==> src/rtl/mips_reg_pkg.sv <==
// Shared types and helpers for the MIPS register file with scoreboard.
// Contents: sweep FSM state enum, zero-register address, depth derivation.
package mips_reg_pkg;

  typedef enum logic {
    SWEEP = 1'b0,
    IDLE  = 1'b1
  } sb_state_e;

  // Register 0 is hard-wired to zero
  localparam int unsigned ZERO_ADDR = 0;

  // Number of entries addressable by an addr_w-bit address
  function automatic int unsigned depth_of(input int unsigned addr_w);
    return 32'd1 << addr_w;
  endfunction

endpackage

==> src/rtl/mips_reg_scoreboard.sv <==
// Per-register pending bits for producers still in flight.
// Ports:
//   Clk, Reset_n        clock, async active-low reset
//   Enable              1 = normal operation; pending outputs forced low otherwise
//   Clr_All             clear every pending bit
//   Set_En / Set_Addr   mark a register pending (producer issued)
//   Ret_En / Ret_Addr   retire a pending register (result written)
//   Byp_En / Byp_Addr   raw write strobe/address used to mask same-cycle retirement
//   R_Addr_A/B          read addresses
//   R_Pend_A/B          addressed register has an outstanding producer
module mips_reg_scoreboard
  import mips_reg_pkg::*;
#(
  parameter int unsigned ADDR_W = 5,
  parameter bit          BYPASS = 1'b1
) (
  input  logic              Clk,
  input  logic              Reset_n,
  input  logic              Enable,
  input  logic              Clr_All,
  input  logic              Set_En,
  input  logic [ADDR_W-1:0] Set_Addr,
  input  logic              Ret_En,
  input  logic [ADDR_W-1:0] Ret_Addr,
  input  logic              Byp_En,
  input  logic [ADDR_W-1:0] Byp_Addr,
  input  logic [ADDR_W-1:0] R_Addr_A,
  input  logic [ADDR_W-1:0] R_Addr_B,
  output logic              R_Pend_A,
  output logic              R_Pend_B
);

  localparam int unsigned       DEPTH = depth_of(ADDR_W);
  localparam logic [ADDR_W-1:0] ZADDR = ADDR_W'(ZERO_ADDR);

  logic [DEPTH-1:0] pend_q;
  logic [DEPTH-1:0] pend_d;

  // Next pending vector: clear-all dominates; set after retire so a new producer wins
  always_comb begin
    pend_d = pend_q;
    if (Clr_All) begin
      pend_d = '0;
    end else begin
      if (Ret_En) pend_d[Ret_Addr] = 1'b0;
      if (Set_En) pend_d[Set_Addr] = 1'b1;
    end
    pend_d[ZERO_ADDR] = 1'b0;
  end

  always_ff @(posedge Clk or negedge Reset_n) begin
    if (!Reset_n) pend_q <= '0;
    else          pend_q <= pend_d;
  end

  // A write landing this cycle hides the pending bit when its data is forwarded
  always_comb begin
    R_Pend_A = Enable && (R_Addr_A != ZADDR) && pend_q[R_Addr_A] &&
               !(BYPASS && Byp_En && (Byp_Addr == R_Addr_A));
    R_Pend_B = Enable && (R_Addr_B != ZADDR) && pend_q[R_Addr_B] &&
               !(BYPASS && Byp_En && (Byp_Addr == R_Addr_B));
  end

endmodule

==> src/rtl/mips_reg_sb.sv <==
// MIPS general-purpose register file with pending scoreboard and sweep clear.
// Ports:
//   Clk, Reset_n             clock, async active-low reset
//   R_Addr_A/B, R_Data_A/B   combinational read ports (entry 0 reads zero)
//   R_Pend_A/B               addressed register awaits a producer
//   W_Addr, W_Data, Write_Reg write port; a write also retires the pending bit
//   Issue_En, Issue_Addr     mark a destination pending
//   Clear_Req                request a full clear via the sweep
//   Ready                    registered, 1 = normal operation
module mips_reg_sb
  import mips_reg_pkg::*;
#(
  parameter int unsigned DATA_W = 32,
  parameter int unsigned ADDR_W = 5,
  parameter bit          BYPASS = 1'b1
) (
  input  logic              Clk,
  input  logic              Reset_n,
  input  logic [ADDR_W-1:0] R_Addr_A,
  input  logic [ADDR_W-1:0] R_Addr_B,
  output logic [DATA_W-1:0] R_Data_A,
  output logic [DATA_W-1:0] R_Data_B,
  output logic              R_Pend_A,
  output logic              R_Pend_B,
  input  logic [ADDR_W-1:0] W_Addr,
  input  logic [DATA_W-1:0] W_Data,
  input  logic              Write_Reg,
  input  logic              Issue_En,
  input  logic [ADDR_W-1:0] Issue_Addr,
  input  logic              Clear_Req,
  output logic              Ready
);

  localparam int unsigned       DEPTH = depth_of(ADDR_W);
  localparam logic [ADDR_W-1:0] ZADDR = ADDR_W'(ZERO_ADDR);
  localparam logic [ADDR_W-1:0] FIRST = ADDR_W'(1);
  localparam logic [ADDR_W-1:0] LAST  = ADDR_W'(DEPTH - 1);

  sb_state_e         state_q, state_d;
  logic [ADDR_W-1:0] ptr_q, ptr_d;
  logic              ready_q, ready_d;

  logic              mem_we;
  logic [ADDR_W-1:0] mem_addr;
  logic [DATA_W-1:0] mem_wdata;
  logic              wr_ok;
  logic              iss_ok;
  logic              clr_all;
  logic              idle;

  // Storage without reset so it can map onto distributed RAM
  logic [DATA_W-1:0] mem [DEPTH];

  // State, sweep pointer and Ready register
  always_ff @(posedge Clk or negedge Reset_n) begin
    if (!Reset_n) begin
      state_q <= SWEEP;
      ptr_q   <= FIRST;
      ready_q <= 1'b0;
    end else begin
      state_q <= state_d;
      ptr_q   <= ptr_d;
      ready_q <= ready_d;
    end
  end

  // Next state plus the single array write port: sweep zeroing or a user write
  always_comb begin
    state_d   = state_q;
    ptr_d     = ptr_q;
    ready_d   = ready_q;
    mem_we    = 1'b0;
    mem_addr  = ptr_q;
    mem_wdata = '0;
    wr_ok     = 1'b0;
    iss_ok    = 1'b0;
    clr_all   = 1'b0;
    case (state_q)
      SWEEP: begin
        mem_we = 1'b1;
        ptr_d  = ptr_q + FIRST;
        if (ptr_q == LAST) begin
          state_d = IDLE;
          ready_d = 1'b1;
        end
      end
      IDLE: begin
        if (Clear_Req) begin
          clr_all = 1'b1;
          state_d = SWEEP;
          ptr_d   = FIRST;
          ready_d = 1'b0;
        end else begin
          wr_ok     = Write_Reg && (W_Addr != ZADDR);
          iss_ok    = Issue_En && (Issue_Addr != ZADDR);
          mem_we    = wr_ok;
          mem_addr  = W_Addr;
          mem_wdata = W_Data;
        end
      end
      default: state_d = SWEEP;
    endcase
  end

  always_ff @(posedge Clk) begin
    if (mem_we) mem[mem_addr] <= mem_wdata;
  end

  assign idle  = (state_q == IDLE);
  assign Ready = ready_q;

  // Read muxes: zero register, optional same-cycle forward, else stored entry
  always_comb begin
    R_Data_A = '0;
    R_Data_B = '0;
    if (idle && (R_Addr_A != ZADDR)) begin
      R_Data_A = (BYPASS && Write_Reg && (W_Addr == R_Addr_A)) ? W_Data : mem[R_Addr_A];
    end
    if (idle && (R_Addr_B != ZADDR)) begin
      R_Data_B = (BYPASS && Write_Reg && (W_Addr == R_Addr_B)) ? W_Data : mem[R_Addr_B];
    end
  end

  mips_reg_scoreboard #(
    .ADDR_W (ADDR_W),
    .BYPASS (BYPASS)
  ) u_sb (
    .Clk      (Clk),
    .Reset_n  (Reset_n),
    .Enable   (idle),
    .Clr_All  (clr_all),
    .Set_En   (iss_ok),
    .Set_Addr (Issue_Addr),
    .Ret_En   (wr_ok),
    .Ret_Addr (W_Addr),
    .Byp_En   (Write_Reg),
    .Byp_Addr (W_Addr),
    .R_Addr_A (R_Addr_A),
    .R_Addr_B (R_Addr_B),
    .R_Pend_A (R_Pend_A),
    .R_Pend_B (R_Pend_B)
  );

endmodule

==> config.mk <==
export PLATFORM = sky130hd
export DESIGN_NAME = mips_reg_sb
export DESIGN_NICKNAME = d
export VERILOG_FILES = /design/src/rtl/mips_reg_pkg.sv /design/src/rtl/mips_reg_scoreboard.sv /design/src/rtl/mips_reg_sb.sv
export SDC_FILE = /design/constraint.sdc
export NUM_CORES = 1
export LEC_CHECK = 0
export CAP_MARGIN = 20
export CELL_PAD_IN_SITES_DETAIL_PLACEMENT = 1
export CELL_PAD_IN_SITES_GLOBAL_PLACEMENT = 1
export CORE_MARGIN = 5
export CORE_UTILIZATION = 54
export CTS_CLUSTER_DIAMETER = 30
export DETAILED_ROUTE_END_ITERATION = 10
export PLACE_DENSITY_LB_ADDON = 0.1
export SYNTH_ARGS = -nofsm -noshare
export SYNTH_HDL_FRONTEND = slang
export SYNTH_HIERARCHICAL = 1
export SYNTH_SLANG_ARGS = --single-unit
==> constraint.sdc <==
create_clock -name Clk -period 4 [get_ports Clk]
set_input_delay 0.6 -clock Clk [delete_from_list [all_inputs] [get_ports Clk]]
set_output_delay 0.6 -clock Clk [all_outputs]
set_load 0.03 [all_outputs]
==> results.yml, run 1 <==
outcome:
  outcome: "finished, final reports clean"
clock_network:
  cts_sinks: 1062
  h-tree-depth: 4
  root_buffer: "clkbuf_16"
  cts_tree: "done"
  cts_buffer_depth: 3
  clk_latency_ps: 810
  cts_buffers: 217
  path_clk_slew_ps: 40
sta:
  finalWorstSetupSlack_ps: 113
  worstMarginPinSlew_ps: 1130
  max_freq_mhz: 257
  fin_crit_sh_pct: 97.2
  finalClockSkew_ps: 28.3
  rsz0062_at_grt: "no"
  min_period_ps: 3890
  setup_viol: 0
  slew_headroom_pct: 24.6
  final-hold-violation-count: 0
  final_max_slew_viol_count: 0
die:
  die_x_um: 318
  die_area_um2: 101000
  core_um2: 93600
  fp.dieH_um: 318
  initial_core_util_pct: 54.6
  io_pins: 124
  rows: 112
worst_setup_path:
  rr_worst_depth: 6
  cp-end-kind: "output port"
  crit_path_start: "W_Addr[0]"
  r2r-start: "idle"
  r2r_slack_ps: 1000
  crit_fanout: 5
  worstPathCellList: "clkdlybuf4s50_1 -> xor2_1 -> nor4_1 -> and3_1 -> nor4bb_1 -> a2111oi_2 -> buf_12"
  cp.required_ps: 3400
  r2r-end: "mem[6][16]"
  cp_top_family: "simple AND/OR/NAND/NOR gates"
  slowest_delay_ps: 730
  critical_path_buf_inv_count: 2
  start_kind: "input pin"
  critPathKind: "input pin to output port"
  worstPathArrival_ps: 3290
  slowest_stage: "a2111oi_2"
detailed_routing:
  antenna_left: 0
  drc_errors: 0
  routed-via-count: 35023
  finalWirelength_um: 186000
  drt-vias-per-instance: 7.36
  drt-wirelength-per-cell_um: 39.1
  dr.pass1.iters: 6
  drt-initial-drc-count: 4346
synth:
  synthesis.area_um2: 51100
  synth-seq-cells: 1062
  syn_inst: 3012
  async_flop_share_pct: 3.58
  avgSynthCellArea_um2: 17.0
  ys_types: 59
  yosysWarnings: 6
  syn-num-nets: 3071
  synth-edff-count: 1024
  synth_flop_cell: "edfxtp_1"
  synth-seq-area-share_pct: 62.0
placed_design:
  dpl.hpwl_um: 106000
  gp_congestion: 0.838
  pre_cts_ws_ps: -19.6
  numPortBuffers: 123
finish:
  layout-area-overhead-vs-synth_pct: 22.7
  fillers: 7907
  final_layout_size_suffix_gt1_share_pct: 32.1
  finalNetCount: 3370
  final_core_util_pct: 67.0
power_and_ir_drop:
  p_leak_nw: 21.5
  powerDensity_nw_per_um2: 613
  ir_drop_mv: 0.553
global_routing:
  gr-total-overflow: 0
  grt_max_degree: 63
  met2_usage_pct: 58.5
  gr-usage-met3_pct: 8.67
  grt_usage_pct: 36.2
  grt_pass1_vias: 37885
  grt_pass1_wl_um: 268000
  grt_antenna_before_repair: 1
  busiest_layer: "met2"
  gr-usage-met1_pct: 45.4
job:
  max_cap_violations: 0
hold_path:
  min_path_type: "input pin to asynchronous set/reset pin"
-- kinds of logic (layout without fill, tap and decap cells) --
family / after synthesis / count (layout) / synth area share [%]
mux: 700 / 700 / 22.8
simple gates: 376 / 376 / 3.58
compound gates: 596 / 596 / 8.46
other cells: 0 / 1 / 0
flops: 1062 / 1062 / 62.0
xor+xnor: 22 / 22 / 0.377
fa+ha+maj: 2 / 2 / 0.0489
buf+inv: 254 / 744 / 2.69
-- layer usage --
metal | up-vias | routed length [um]
met5 | - | 0
met4 | 0 | 12200
met3 | 687 | 19700
met2 | 2656 | 89600
met1 | 18219 | 64500
li1 | 13461 | -
-- state kept, by name, summed over array words and instances, names as in the netlist --
name and cells:
Ready 1, idle 1, u_sb/pend_q 31, mem 1024, ptr_q 5
-- report_power, final --
part | total (W) | switching, W | internal (W) | leakage [nW]
Sequential | 0.0144 | 0.000667 | 0.0138 | 9.98
Clock | 0.0181 | 0.00645 | 0.0117 | 3.51
Combinational | 0.00591 | 0.00381 | 0.00210 | 7.97
Total | 0.0384 | 0.0109 | 0.0275 | 21.5
-- cell usage after synthesis (all sizes together) (9+ instances only) --
cell / n / area (um^2)
nand3b: 10 / 75.1
a21oi: 62 / 310
dfrtp: 37 / 926
o211ai: 32 / 240
inv: 10 / 37.5
mux2: 66 / 743
mux4: 365 / 8240
buf: 157 / 1010
nand2b: 35 / 219
nand2: 97 / 364
a22oi: 96 / 721
a31oi: 32 / 200
nor3b: 9 / 67.6
o221ai: 31 / 272
edfxtp: 1024 / 30700
and2: 32 / 200
o21ai: 139 / 699
a221o: 63 / 631
nor2: 111 / 419
clkbuf: 86 / 323
nand3: 40 / 200
a221oi: 127 / 1110
xnor2: 15 / 131
mux2i: 269 / 2690
nor2b: 11 / 71.3
-- cell usage in the layout, fill, tap and decap left out, types with 31 or more instances in the layout --
master	count
nor2_1	74
clkinv_2	36
clkdlybuf4s50_1	49
a31oi_1	32
nand2_1	96
mux2i_1	269
mux2_2	65
clkinvlp_4	35
o221ai_1	31
clkbuf_16	220
dfrtp_1	37
a22oi_1	96
mux4_2	361
buf_12	81
a21oi_1	62
nand2b_1	34
o211ai_1	32
a221oi_1	127
nor2_4	37
and2_1	32
a221o_1	63
o21ai_1	63
buf_4	180
o21ai_0	73
nand3_1	40
edfxtp_1	1024
-- repair_timing --
item / in CTS / in global routing
resized for setup: 1 / 1
hold endpoints to repair: 37 / 0
hold buffers: 1 / 0
setup endpoints to repair: 1 / 1
setup buffers: 0 / 0
-- through the flow --
stage / setup TNS (ps) / total power, W / hold WS, ps / cells / cell area, um^2
3_5_place_dp: -19.6 / 0.0202 / 550 / 4342 / 55300
3_3_place_gp: 0 / 0.0199 / 547 / 4340 / 55200
4_1_cts: 0 / 0.0384 / 487 / 4753 / 62700
6_report: 0 / 0.0384 / 535 / 4757 / 62700
5_1_grt: 0 / 0.0394 / 592 / 4757 / 62700
2_1_floorplan: 0 / 0.0173 / 304 / 3012 / 51100
-- cell type report --
class                      instances  area [um^2]  area share [%]
clock inverter                   168         1780            2.84
tap                             1254         1570            2.50
sequential                      1062        31700            50.5
timing repair buffer             323         3660            5.83
antenna                            1         2.50         0.00399
clock buffer                     242         5590            8.91
multi-input combinational       1696        18400            29.3
inverter                          11         43.8          0.0698
-- worst register-to-register path, cell delays in order (launching register included) --
cell,delay [ps]
dfrtp_1,500
nor2b_4,430
buf_4,390
nor3b_1,110
o21ai_2,730
nor2_4,100
buf_4,360
-- worst max-delay path by stage --
stage / to / slack [ps] / depth (start not counted)
finish: R_Data_A[30] / 110 / 7
global route: R_Data_A[18] / 6 / 8
CTS: R_Data_B[30] / 90 / 8
detailed placement: R_Data_B[30] / -20 / 8
global placement: R_Data_B[30] / 10 / 8
floorplan: R_Data_B[30] / 590 / 7
Power figures use the tool's default switching activity.
==> run 2: changes to the inputs <==
Clock period 4 ns to 4.53 ns, I/O delays scaled along.
==> run 2 against run 1 <==
Compared with the run above: sequential share of layout area up 0.35 points; core utilization is 0.47 points lower; sequential power down 12%; count of clock-buffer cells in the layout up 11; non-clock buffer count fell by 35; hold slack worse by 500 ps; combinational power fell by 14%; critical path depth grew 1; routed wire length fell by 1.4%; setup slack improved by 140 ps; die area unchanged; register-to-register slack improved by 150 ps; critical endpoint is now R_Data_B[4]; largest power group unchanged; highest routed layer is now met5.
==> results.yml, run 2 (synthesis results as in run 1) <==
die:
  initial_core_util_pct: 54.6
  rows: 112
  die_area_um2: 101000
  io_pins: 124
  die_x_um: 318
  core_um2: 93600
  fp.dieH_um: 318
clock_network:
  cts_buffers: 217
  cts_buffer_depth: 3
  path_clk_slew_ps: 50
  cts_hold_buffers: 0
  cts_tree: "done"
  post_cts_resized: 0
  clk_latency_ps: 820
  h-tree-depth: 4
  root_buffer: "clkbuf_16"
  cts_sinks: 1062
  post_cts_buffers: 0
finish:
  largest_reg_flops: 1024
  top_regs: "mem x1024, u_sb/pend_q x31, ptr_q x5"
  final_cell_mix: "edfxtp_1 (1,024), mux4_2 (361), mux2i_1 (269)"
  final_cells: 4716
  final_layout_size_suffix_gt1_share_pct: 30.9
  final_core_util_pct: 66.6
  top_register: "mem"
  layout_commonest_cell: "edfxtp_1"
  finalNetCount: 3335
  layout-area-overhead-vs-synth_pct: 21.9
power_and_ir_drop:
  powerDensity_nw_per_um2: 536
  ir_drop_mv: 0.454
  p_leak_nw: 21.3
detailed_routing:
  drc_errors: 0
  drt-vias-per-instance: 7.36
  drt-initial-drc-count: 4438
  dr.pass1.iters: 6
  routed-via-count: 34705
  drt-wirelength-per-cell_um: 38.9
  antenna_left: 0
  finalWirelength_um: 183000
global_routing:
  grt_pass1_vias: 37340
  grt_usage_pct: 35.5
  grt_pass1_wl_um: 263000
  grt_antenna_before_repair: 3
  gr-total-overflow: 0
  grt_max_degree: 77
sta:
  rsz0062_at_grt: "no"
  min_period_ps: 4280
  final_max_slew_viol_count: 0
  final-hold-violation-count: 0
  tns_ps: 0
  finalClockSkew_ps: 68.5
  setup_viol: 0
  worstMarginPinSlew_ps: 1150
  slew_headroom_pct: 23.5
  finalWorstSetupSlack_ps: 250
  fin_crit_sh_pct: 94.5
  max_freq_mhz: 234
placed_design:
  dpl.hpwl_um: 104000
  numPortBuffers: 123
  pre_cts_ws_ps: 324
  dp.cells: 4291
  gp_congestion: 0.837
worst_setup_path:
  critPathKind: "input pin to output port"
  cp-end-kind: "output port"
  cp.required_ps: 3850
  start_kind: "input pin"
  crit_fanout: 18
  worstPathArrival_ps: 3600
job:
  max_cap_violations: 0
hold_path:
  min_path_type: "input pin to asynchronous set/reset pin"
outcome:
  outcome: "finished, final reports clean"
## run 2: layout make-up
cell class | count | area [um^2]
Clock inverter | 151 | 1590
Antenna cell | 1 | 2.50
Inverter | 11 | 43.8
Tap cell | 1254 | 1570
Clock buffer | 253 | 5610
Timing Repair Buffer | 288 | 3400
Multi-Input combinational cell | 1696 | 18400
Fill cell | 7935 | 31300
Sequential cell | 1062 | 31700
## run 2: report_power, final
group,internal [W],total [W],switching [W]
logic,0.00178,0.00510,0.00333
registers,0.0121,0.0127,0.000584
clock network,0.0102,0.0156,0.00542
## run 2: routing by layer
layer,part of all wire (%),GRT usage [%]
met1,35,44.6
met2,49,58.5
met3,10,7.42
met4,6.1,19.4
met5,0.015,0
## run 2: path summary, 6_finish.rpt
kind | end | from | slack (ps) | cells past startpoint
worst min register to register | Ready | Ready | 560 | 2
min in group Clk | Ready | Ready | 560 | 2
worst min-delay path | u_sb/pend_q[29] | Reset_n | 40 | 1
max in group asynchronous | idle | Reset_n | 3910 | 1
worst max register to register | mem[10][8] | idle | 1150 | 5
worst max-delay path | R_Data_B[4] | W_Addr[1] | 250 | 8
## run 2: worst max-delay path: stages
cell and delay (ps):
clkdlybuf4s50_1 850, xnor2_1 180, nand4_1 210, nor3_2 570
nor2b_4 270, buf_4 360, a221o_1 310, buf_12 140
## run 2: through the flow
| step | hold WS (ps) | total power, W | cell area [um^2] |
|---|---|---|---|
| global route | 79.5 | 0.0343 | 62300 |
| finish | 35.5 | 0.0334 | 62300 |
| CTS | 29.4 | 0.0333 | 61800 |
| global placement | 539 | 0.0174 | 54600 |
| floorplan | 384 | 0.0153 | 51100 |
| detailed placement | 554 | 0.0177 | 54600 |
